--- config.mk ---
export PLATFORM = sky130hd
export DESIGN_NAME = btn_event_arbiter_flat
export DESIGN_NICKNAME = d
export VERILOG_FILES = /design/src/rtl/btn_evt_pkg.sv /design/src/rtl/btn_event_arbiter_if.sv /design/src/rtl/btn_event_arbiter_debounce_ch.sv /design/src/rtl/btn_event_arbiter.sv /design/src/flat_wrapper.sv
export SDC_FILE = /design/constraint.sdc
export NUM_CORES = 1
export LEC_CHECK = 0
export BUFFER_PORTS_ARGS = -buffer_cell sky130_fd_sc_hd__buf_4
export CAP_MARGIN = 30
export CORE_MARGIN = 2
export CORE_UTILIZATION = 54
export CTS_CLUSTER_DIAMETER = 120
export DETAILED_ROUTE_END_ITERATION = 8
export PLACE_DENSITY = 0.75
export SLEW_MARGIN = 25
export SYNTH_ARGS = -nofsm -noshare
export SYNTH_HDL_FRONTEND = slang
export SYNTH_HIERARCHICAL = 1
export SYNTH_SLANG_ARGS = --single-unit
--- constraint.sdc ---
create_clock -name clk -period 3 [get_ports clk]
set_input_delay 0.3 -clock clk [delete_from_list [all_inputs] [get_ports clk]]
set_output_delay 0.3 -clock clk [all_outputs]
set_load 0.01 [all_outputs]
--- src/rtl/btn_evt_pkg.sv ---
// Shared types and constants for the button event arbiter.
package btn_evt_pkg;

  typedef enum logic [1:0] {
    IDLE      = 2'd0,
    WAIT_ACK  = 2'd1,
    WAIT_DONE = 2'd2
  } state_t;

  localparam logic [7:0] PRESS_BASE_DEF   = 8'h30;
  localparam logic [7:0] RELEASE_BASE_DEF = 8'h61;
  localparam int         STB_CNT_W        = 4;

endpackage

--- src/rtl/btn_event_arbiter_if.sv ---
// UART TX start handshake: arbiter is master, UART is slave.
interface btn_event_arbiter_if;
  logic       tx_start;
  logic [7:0] tx_data;
  logic       tx_busy;

  modport master (output tx_start, output tx_data, input tx_busy);
  modport slave  (input tx_start, input tx_data, output tx_busy);
endinterface

--- src/rtl/btn_event_arbiter_debounce_ch.sv ---
// One button channel: 2-flop synchronizer, tick-sampled stable counter,
// debounced level and one-cycle edge pulses.
// Optional macro BTN_RELEASE_EVT_EN adds the release pulse output.
module btn_debounce_ch
  import btn_evt_pkg::*;
#(
  parameter int STABLE_TICKS = 2
) (
  input  logic clk,
  input  logic rst,
  input  logic tick,
  input  logic btn_raw,
  output logic level,
`ifdef BTN_RELEASE_EVT_EN
  output logic rel_evt,
`endif
  output logic press
);

  localparam logic [STB_CNT_W-1:0] STB_MAX = STB_CNT_W'(STABLE_TICKS);

  logic [1:0]           sync_q;
  logic [STB_CNT_W-1:0] stb_cnt;

  // Synchronize the raw asynchronous input.
  always_ff @(posedge clk) begin
    if (rst) sync_q <= '0;
    else     sync_q <= {sync_q[0], btn_raw};
  end

  // Count consecutive disagreeing samples; toggle level once they reach STB_MAX.
  always_ff @(posedge clk) begin
    if (rst) begin
      level   <= 1'b0;
      stb_cnt <= '0;
      press   <= 1'b0;
`ifdef BTN_RELEASE_EVT_EN
      rel_evt <= 1'b0;
`endif
    end else begin
      press <= 1'b0;
`ifdef BTN_RELEASE_EVT_EN
      rel_evt <= 1'b0;
`endif
      if (tick) begin
        if (sync_q[1] == level) begin
          stb_cnt <= '0;
        end else if (stb_cnt + 1'b1 == STB_MAX) begin
          level   <= ~level;
          stb_cnt <= '0;
          press   <= ~level;
`ifdef BTN_RELEASE_EVT_EN
          rel_evt <= level;
`endif
        end else begin
          stb_cnt <= stb_cnt + 1'b1;
        end
      end
    end
  end

endmodule

--- src/rtl/btn_event_arbiter.sv ---
// Button debounce + round-robin event scheduler feeding one UART TX.
// Optional macro BTN_RELEASE_EVT_EN: release edges are queued and sent too.
module btn_event_arbiter
  import btn_evt_pkg::*;
#(
  parameter int         N_BTN        = 4,
  parameter int         TICK_DIV     = 12_500_000,
  parameter int         STABLE_TICKS = 2,
  parameter logic [7:0] PRESS_BASE   = PRESS_BASE_DEF,
  parameter logic [7:0] RELEASE_BASE = RELEASE_BASE_DEF
) (
  input  logic                clk,
  input  logic                rst,
  input  logic [N_BTN-1:0]    btn_in,
  output logic [N_BTN-1:0]    btn_level,
  output logic                evt_overflow,
  btn_event_arbiter_if.master tx
);

  localparam int TICK_W = (TICK_DIV > 1) ? $clog2(TICK_DIV) : 1;
`ifdef BTN_RELEASE_EVT_EN
  localparam int REQ_N = 2 * N_BTN;
`else
  localparam int REQ_N = N_BTN;
`endif
  localparam int PTR_W = (REQ_N > 1) ? $clog2(REQ_N) : 1;

  logic [TICK_W-1:0] tick_cnt;
  logic              tick;
  logic [N_BTN-1:0]  press_v, pending, grant_p;
  logic [REQ_N-1:0]  req, grant_v;
  logic [PTR_W-1:0]  rr_ptr, sel;
  logic              found, issue, ovf_hit;
  logic [7:0]        code;
  state_t            state;

  assign tick = (tick_cnt == TICK_W'(TICK_DIV - 1));

  // Free-running sample tick shared by all channels.
  always_ff @(posedge clk) begin
    if (rst)       tick_cnt <= '0;
    else if (tick) tick_cnt <= '0;
    else           tick_cnt <= tick_cnt + 1'b1;
  end

`ifdef BTN_RELEASE_EVT_EN
  logic [N_BTN-1:0] rel_v, rel_pending, grant_r;

  btn_debounce_ch #(.STABLE_TICKS(STABLE_TICKS)) u_ch [N_BTN-1:0] (
    .clk     (clk),
    .rst     (rst),
    .tick    (tick),
    .btn_raw (btn_in),
    .level   (btn_level),
    .rel_evt (rel_v),
    .press   (press_v)
  );

  assign req     = {rel_pending, pending};
  assign grant_p = grant_v[N_BTN-1:0];
  assign grant_r = grant_v[REQ_N-1:N_BTN];
  assign ovf_hit = |(press_v & pending & ~grant_p) | |(rel_v & rel_pending & ~grant_r);

  // Release requests: same set/clear/overflow rules as presses.
  always_ff @(posedge clk) begin
    if (rst) rel_pending <= '0;
    else     rel_pending <= (rel_pending & ~grant_r) | rel_v;
  end
`else
  btn_debounce_ch #(.STABLE_TICKS(STABLE_TICKS)) u_ch [N_BTN-1:0] (
    .clk     (clk),
    .rst     (rst),
    .tick    (tick),
    .btn_raw (btn_in),
    .level   (btn_level),
    .press   (press_v)
  );

  assign req     = pending;
  assign grant_p = grant_v;
  assign ovf_hit = |(press_v & pending & ~grant_p);
`endif

  // Press requests: an event on a bit being granted this cycle keeps it set.
  always_ff @(posedge clk) begin
    if (rst) pending <= '0;
    else     pending <= (pending & ~grant_p) | press_v;
  end

  // Sticky overflow: an event landed on a bit that was already waiting.
  always_ff @(posedge clk) begin
    if (rst)          evt_overflow <= 1'b0;
    else if (ovf_hit) evt_overflow <= 1'b1;
  end

  // First set request at or after rr_ptr, wrapping; lowest offset wins.
  always_comb begin
    found = 1'b0;
    sel   = '0;
    for (int k = REQ_N - 1; k >= 0; k--) begin
      if (req[(int'(rr_ptr) + k) % REQ_N]) begin
        found = 1'b1;
        sel   = PTR_W'((int'(rr_ptr) + k) % REQ_N);
      end
    end
  end

  // Hold off while the UART is still busy, e.g. finishing a byte across a reset.
  assign issue   = (state == IDLE) && found && !tx.tx_busy;
  assign grant_v = issue ? (REQ_N'(1) << sel) : '0;

  // Byte code of the selected requester.
  always_comb begin
    code = PRESS_BASE + 8'(sel);
`ifdef BTN_RELEASE_EVT_EN
    if (int'(sel) >= N_BTN) code = RELEASE_BASE + 8'(int'(sel) - N_BTN);
`endif
  end

  // Grant FSM owning the TX start handshake; outputs registered.
  always_ff @(posedge clk) begin
    if (rst) begin
      state       <= IDLE;
      rr_ptr      <= '0;
      tx.tx_start <= 1'b0;
      tx.tx_data  <= 8'h00;
    end else begin
      tx.tx_start <= 1'b0;
      case (state)
        IDLE: if (issue) begin
          tx.tx_data  <= code;
          tx.tx_start <= 1'b1;
          rr_ptr      <= PTR_W'((int'(sel) + 1) % REQ_N);
          state       <= WAIT_ACK;
        end
        WAIT_ACK:  if (tx.tx_busy)  state <= WAIT_DONE;
        WAIT_DONE: if (!tx.tx_busy) state <= IDLE;
        default:   state <= IDLE;
      endcase
    end
  end

endmodule

--- src/flat_wrapper.sv ---
// flat-port wrapper written by rule: the top's interface ports become plain ports
module btn_event_arbiter_flat import btn_evt_pkg::*;
#(
  parameter int         N_BTN        = 4,
  parameter int         TICK_DIV     = 12_500_000,
  parameter int         STABLE_TICKS = 2,
  parameter logic [7:0] PRESS_BASE   = PRESS_BASE_DEF,
  parameter logic [7:0] RELEASE_BASE = RELEASE_BASE_DEF
)
  (clk, rst, btn_in, btn_level, evt_overflow, tx_tx_start, tx_tx_data, tx_tx_busy);
  btn_event_arbiter_if tx_i ();
  input  logic clk;
  input  logic rst;
  input  logic [N_BTN-1:0] btn_in;
  output logic [N_BTN-1:0] btn_level;
  output logic evt_overflow;
  output wire logic [$bits(tx_i.tx_start)-1:0] tx_tx_start;
  output wire logic [$bits(tx_i.tx_data)-1:0] tx_tx_data;
  input wire logic [$bits(tx_i.tx_busy)-1:0] tx_tx_busy;
  assign tx_tx_start = tx_i.tx_start;
  assign tx_tx_data = tx_i.tx_data;
  assign tx_i.tx_busy = tx_tx_busy;
  btn_event_arbiter #(.N_BTN(N_BTN), .TICK_DIV(TICK_DIV), .STABLE_TICKS(STABLE_TICKS), .PRESS_BASE(PRESS_BASE), .RELEASE_BASE(RELEASE_BASE)) u_core (.clk(clk), .rst(rst), .btn_in(btn_in), .btn_level(btn_level), .evt_overflow(evt_overflow), .tx(tx_i));
endmodule
; Word-level counts from Yosys, hierarchy flattened
; Index checks and enable logic that the tools add are counted.
[op_classes]
n_bitwise = 22
muxes = 33
multipliers = 0
div_mod_pow = 0
eq_ne = 14
addsub = 10
n_lt_le_gt_ge = 4
n_reduce_logical = 20
n_shift = 1
[op_table]
columns = op, count
row1 = $mux 4, 9
row2 = $add 24x1->24 const B, 1
row3 = $eq 24x24->1 const B, 1
row4 = $reduce_or 4->1, 5
row5 = $add 4x1->4 const B, 4
row6 = $eq 4x2->1 const B, 4
row7 = $reduce_and 3->1, 5
row8 = $mux 2, 7
row9 = $not 1->1, 14
row10 = $and 4x4->4, 3
row11 = $lt 3x4->1 const B, 3
row12 = $mux 1, 12
row13 = $reduce_or 2->1, 5
row14 = $bmux 1 s2, 4
row15 = $add 6x2->7 const A, 1
row16 = $pmux 2 s3, 1
row17 = $add 2x1->2 const B, 2
row18 = $add 2x2->2 const B, 2
row19 = $eq 1x1->1, 4
row20 = $ne 2x2->1 const B, 2
row21 = $not 4->4, 1
row22 = $or 4x4->4, 1
row23 = $shl 1x2->4 const A, 1
row24 = $and 1x1->1 const A, 3
row25 = other kinds (8), 9
[totals]
out_inout_bits = 14
ram_bits = 0
latch_bits = 0
rom_bits = 0
register_bits = 74
n_memories = 0
input_bits = 7

; Depth between registers and ports, before layout
[logic_depth]
depth_word = 16
depth_mapped = 8
mapped_depth_nobuf = 8

; Cells and area by module
; Netlist, hierarchy kept.
[by_module_without_submodules]
columns = module, instances, seq_area_each_um2, cells_per_inst, area_per_inst_um2
row1 = btn_event_arbiter, 1, 740.7, 207, 1734.2
row2 = btn_debounce_ch, 4, 160.2, 39, 397.9

; Least setup slack after synthesis
; No wires, ideal clock.
[synth_path]
kind = register to register
from = register u_core.tick_cnt[0]
to = register u_core.u_ch[0].stb_cnt[3]
arrival_time_ns = 2.688
path_stages_with_launch = 9
slack_ns = 0.221
setup_ns = 0.091
cell_sequence = dfxtp_1 ha_1 and4_1 nand4_1 nor4_1 inv_1 nor2_2 a41oi_1 a311oi_1
[synth_via]
elab_chain_len = 1
[synth_lines]
columns = item, line
row1 = from (decl), btn_event_arbiter.sv:28  ; logic [TICK_W-1:0] tick_cnt;
row2 = from (signal assigned), btn_event_arbiter.sv:43  ; else tick_cnt <= tick_cnt + 1'b1;
row3 = $eq 24x24->1, btn_event_arbiter.sv:37  ; assign tick = (tick_cnt == TICK_W'(TICK_DIV - 1));
row4 = via u_core.tick, btn_event_arbiter.sv:29  ; logic tick;
row5 = to (signal assigned), btn_event_arbiter_debounce_ch.sv:56  ; stb_cnt <= stb_cnt + 1'b1;
row6 = to (decl), btn_event_arbiter_debounce_ch.sv:23  ; logic [STB_CNT_W-1:0] stb_cnt;
; The timed path passes the listed nets, and every way through them passes these cells.
; A chain may end at the register's enable or synchronous reset.

; Worst setup path after layout
[layout_path]
from = register u_core.tick_cnt[0]
to = register u_core.u_ch[3].stb_cnt[3]
[layout_via]
elab_chain_len = 1
[layout_lines]
columns = item, line
row1 = $eq 24x24->1, btn_event_arbiter.sv:37
row2 = via u_core.tick, btn_event_arbiter.sv:29
row3 = to (signal assigned), btn_event_arbiter_debounce_ch.sv:56
row4 = to (decl), btn_event_arbiter_debounce_ch.sv:23
; The timed path passes the listed nets, and every way through them passes these cells.

==> reports/metrics.cfg <==
[power_and_ir_drop]
p_int_w=0.00141
clockPowerShare_pct=46.0
p_leak_nw=1.27
switching_share_pct=21.6
ir_drop_mv=0.528
p_switching_w=0.000388
p_comb_share_pct=2.4
power_w=0.00180
pwr_density_cell_nw_per_um2=480
power.share.sequential_pct=51.6

[timing]
fin_setup_tns_ps=0
period_share_pct=78.7
max_freq_mhz=424
slew_headroom_pct=52.6
final-hold-violation-count=0
worstMarginPinSlew_ps=705
setup-violations-final=0
rsz0062_at_grt=false
fin_crit_ps=2360
fin_skew_ps=9.43
slew_violations=0

[synth]
synth_edf_count=0
synthMuxAreaShare_pct=1.50
yosysUniqueCellTypes=45
synth_top_family_by_area=simple AND/OR/NAND/NOR gates
synth_ff_type=dfxtp_1
syn-instance-count=363
ys_seq_elements=69
avgSynthCellArea_um2=9.16
syn_area_um2=3330
synth_seq_area_share_pct=41.5
synth_compound_area_share_pct=16.1
synthAdderAreaFrac_pct=4.89
async_flop_share_pct=0
yosys.area_share.simple_pct=27.2
synth_warnings=6
synth_xor_area_share_pct=4.21

[setup_path]
rr_startpoint=u_core/tick_cnt[0]
r2r_cells=9
crit_required_ps=3240
critPathKind=flop to flop
worstReg2RegEnd=u_core/u_ch[3]/stb_cnt[3]
cp_max_fo=12
startpoint_type=flop
end_kind=flop
crit_arrival_ps=2600
worst-r2r-setup-slack_ps=640

[floorplanning]
die_y_um=82.5
initial_core_util_pct=56.2
core_area_um2=5920
ioPinCount=21
dieArea_um2=6800
core.rowCount=28
die_w_um=82.5

[min_path]
min-delay-path-class=primary input to flop
min_from=tx_tx_busy
hold_end=u_core/state[0]
holdPathStages=2

[placement]
io_buffers=16
dp_hpwl_mm=4.15
gp_congestion=0.894

[clock_network]
cts_buffer_depth=2
holdBufCountCts=0
htreeDepth=3
root_buffer=clkbuf_8
cts_tree=built
postCtsSetupRepairBufs=0
cts_sinks=69
clk_pin_slew_ps=70
clock_latency_ps=340
post_cts_resize_count=0
cts_inserted_buffers=9

[cells_and_area]
n_fill_cell=503
regArea_um2=1380
post-route-util_pct=63.3
fin_nets=405
post_route_cells_drive_above_1_share_pct=15.4
synthToLayoutAreaGrowth_pct=12.7
multi_input_area_um2=1830
antenna_cells=0

[routing]
routed_wl_mm=6.17
first_pass_iters=4
drtIter0Drc=106
vias_per_cell=5.70
route.detailed.drc=0
num_vias=2651
drtAntennaViolNets=0
drt-wirelength-per-cell_um=13.3

[grt]
grt_usage_pct=19.4
grt_pass1_wl_mm=10.2
grt_max_degree=45
antenna_found_initial=0
grt.overflow.total=0
grt_pass1_vias=2374

[status]
status=completed

[job]
maxCapViolCount=0

==> power groups by stage <==
stage | Sequential, W | Clock (W) | Combinational [W]
after global placement | 0.000950 | 0 | 0.0000424
after CTS | 0.000930 | 0.000858 | 0.0000435
after floorplan | 0.000950 | 0 | 0.0000277
after detailed placement | 0.000951 | 0 | 0.0000433
after global routing | 0.000930 | 0.000889 | 0.0000482
final | 0.000930 | 0.000827 | 0.0000431
==> area by class of cell <==
| cell class | count | area share (%) |
|---|---|---|
| Inverter | 21 | 2.10 |
| Tap cell | 75 | 2.50 |
| Clock buffer | 9 | 3.31 |
| Clock inverter | 7 | 2.67 |
| Multi-Input combinational cell | 265 | 48.7 |
| Timing Repair Buffer | 19 | 3.81 |
| Sequential cell | 69 | 36.9 |
==> cell usage after synthesis, types with 6 or more instances <==
master   number  area [um2]
a21oi_1      29         145
a32oi_1       8        70.1
and3_1        7        43.8
dfxtp_1      69        1380
ha_1         13         163
inv_1        21        78.8
nand2_1      22        82.6
nand3_1      14        70.1
nand4_1       6        37.5
nor2_1       41         154
nor2b_1       8        50.1
o31ai_1       7        52.6
or4_1         8        60.1
xnor2_1      11        96.3
==> worst max-delay path by stage <==
stage                     slack, ps  cells after the start                   endpoint               start
after floorplan                 220                      8  u_core/u_ch[0]/stb_cnt[3]  u_core/tick_cnt[0]
after global placement          780                      9  u_core/u_ch[3]/stb_cnt[3]  u_core/tick_cnt[0]
after detailed placement        690                      9  u_core/u_ch[3]/stb_cnt[3]  u_core/tick_cnt[0]
after CTS                       650                      9  u_core/u_ch[3]/stb_cnt[3]  u_core/tick_cnt[0]
after global routing            430                      9  u_core/u_ch[2]/stb_cnt[3]  u_core/tick_cnt[0]
final                           640                      9  u_core/u_ch[3]/stb_cnt[3]  u_core/tick_cnt[0]
==> critical path, stage by stage (launching register included) <==
cell,delay (ps)
dfxtp_1,400
ha_1,220
and4_1,300
nand4_1,210
nor4_2,180
buf_4,220
inv_1,110
nor2_2,200
a41oi_1,150
a311oi_1,270
==> registers in the layout (all words and copies together) (netlist names) <==
| signal | count |
|---|---|
| u_core/tx.tx_data | 3 |
| u_core/evt_overflow | 1 |
| u_core/rr_ptr | 2 |
| u_core/u_ch/press | 4 |
| u_core/state | 2 |
| u_core/u_ch/level | 4 |
| u_core/tick_cnt | 24 |
| u_core/u_ch/stb_cnt | 16 |
| u_core/tx.tx_start | 1 |
| u_core/pending | 4 |
| u_core/u_ch/sync_q | 8 |
==> through the flow <==
step	cell area (um2)	instances	setup slack, ps	hold slack (ps)
floorplan	3340	366	221	372
global placement	3520	449	782	416
detailed placement	3520	449	686	423
CTS	3750	465	649	137
global route	3750	465	429	137
finish	3750	465	639	159
==> cell usage in the layout (no fill, tap or decap), types with 2 or more instances in the layout <==
cell type  instances
dfxtp_1           69
nor2_1            41
a21oi_1           29
nand2_1           22
inv_1             21
buf_4             19
nand3_1           14
ha_1              13
xnor2_1           11
clkbuf_8           9
or4_1              8
a32oi_1            8
nor2b_1            8
and3_1             7
o31ai_1            7
nand4_1            6
mux2i_1            5
nand2b_1           5
xor2_1             5
o21ai_0            5
or3_1              5
clkinv_4           4
nor3_1             4
conb_1             4
nor2_2             4
a41oi_1            4
a311oi_1           4
o2111ai_2          4
nor4b_4            4
o211ai_1           4
nor3b_1            4
or2b_1             4
a21oi_2            4
nor3b_2            4
nor4_1             3
a31oi_1            3
bufinv_16          2
and4_1             2
and2_1             2
==> per-layer routing <==
layer | routed length (um) | up-vias | global-route usage [%] | part of all wire [%]
met3 | 244 | 6 | 5.98 | 4.0
li1 | - | 1356 | - | -
met5 | 0 | - | 0 | 0
met1 | 2850 | 1237 | 22.1 | 46
met2 | 3010 | 52 | 34.5 | 49
met4 | 65 | 0 | 6.33 | 1.1
==> logic make-up (layout without fill, tap and decap cells) <==
| group | Yosys count | count (layout) |
|---|---|---|
| other | 1 | 4 |
| AO/OA/AOI/OAI | 75 | 75 |
| flip-flops | 69 | 69 |
| AND/OR/NAND/NOR | 152 | 152 |
| multiplexers | 5 | 5 |
| XOR/XNOR | 16 | 16 |
| buffers and inverters | 32 | 56 |
| adder cells (fa/ha/maj) | 13 | 13 |
Note: power is estimated with default switching activity, not from simulation.
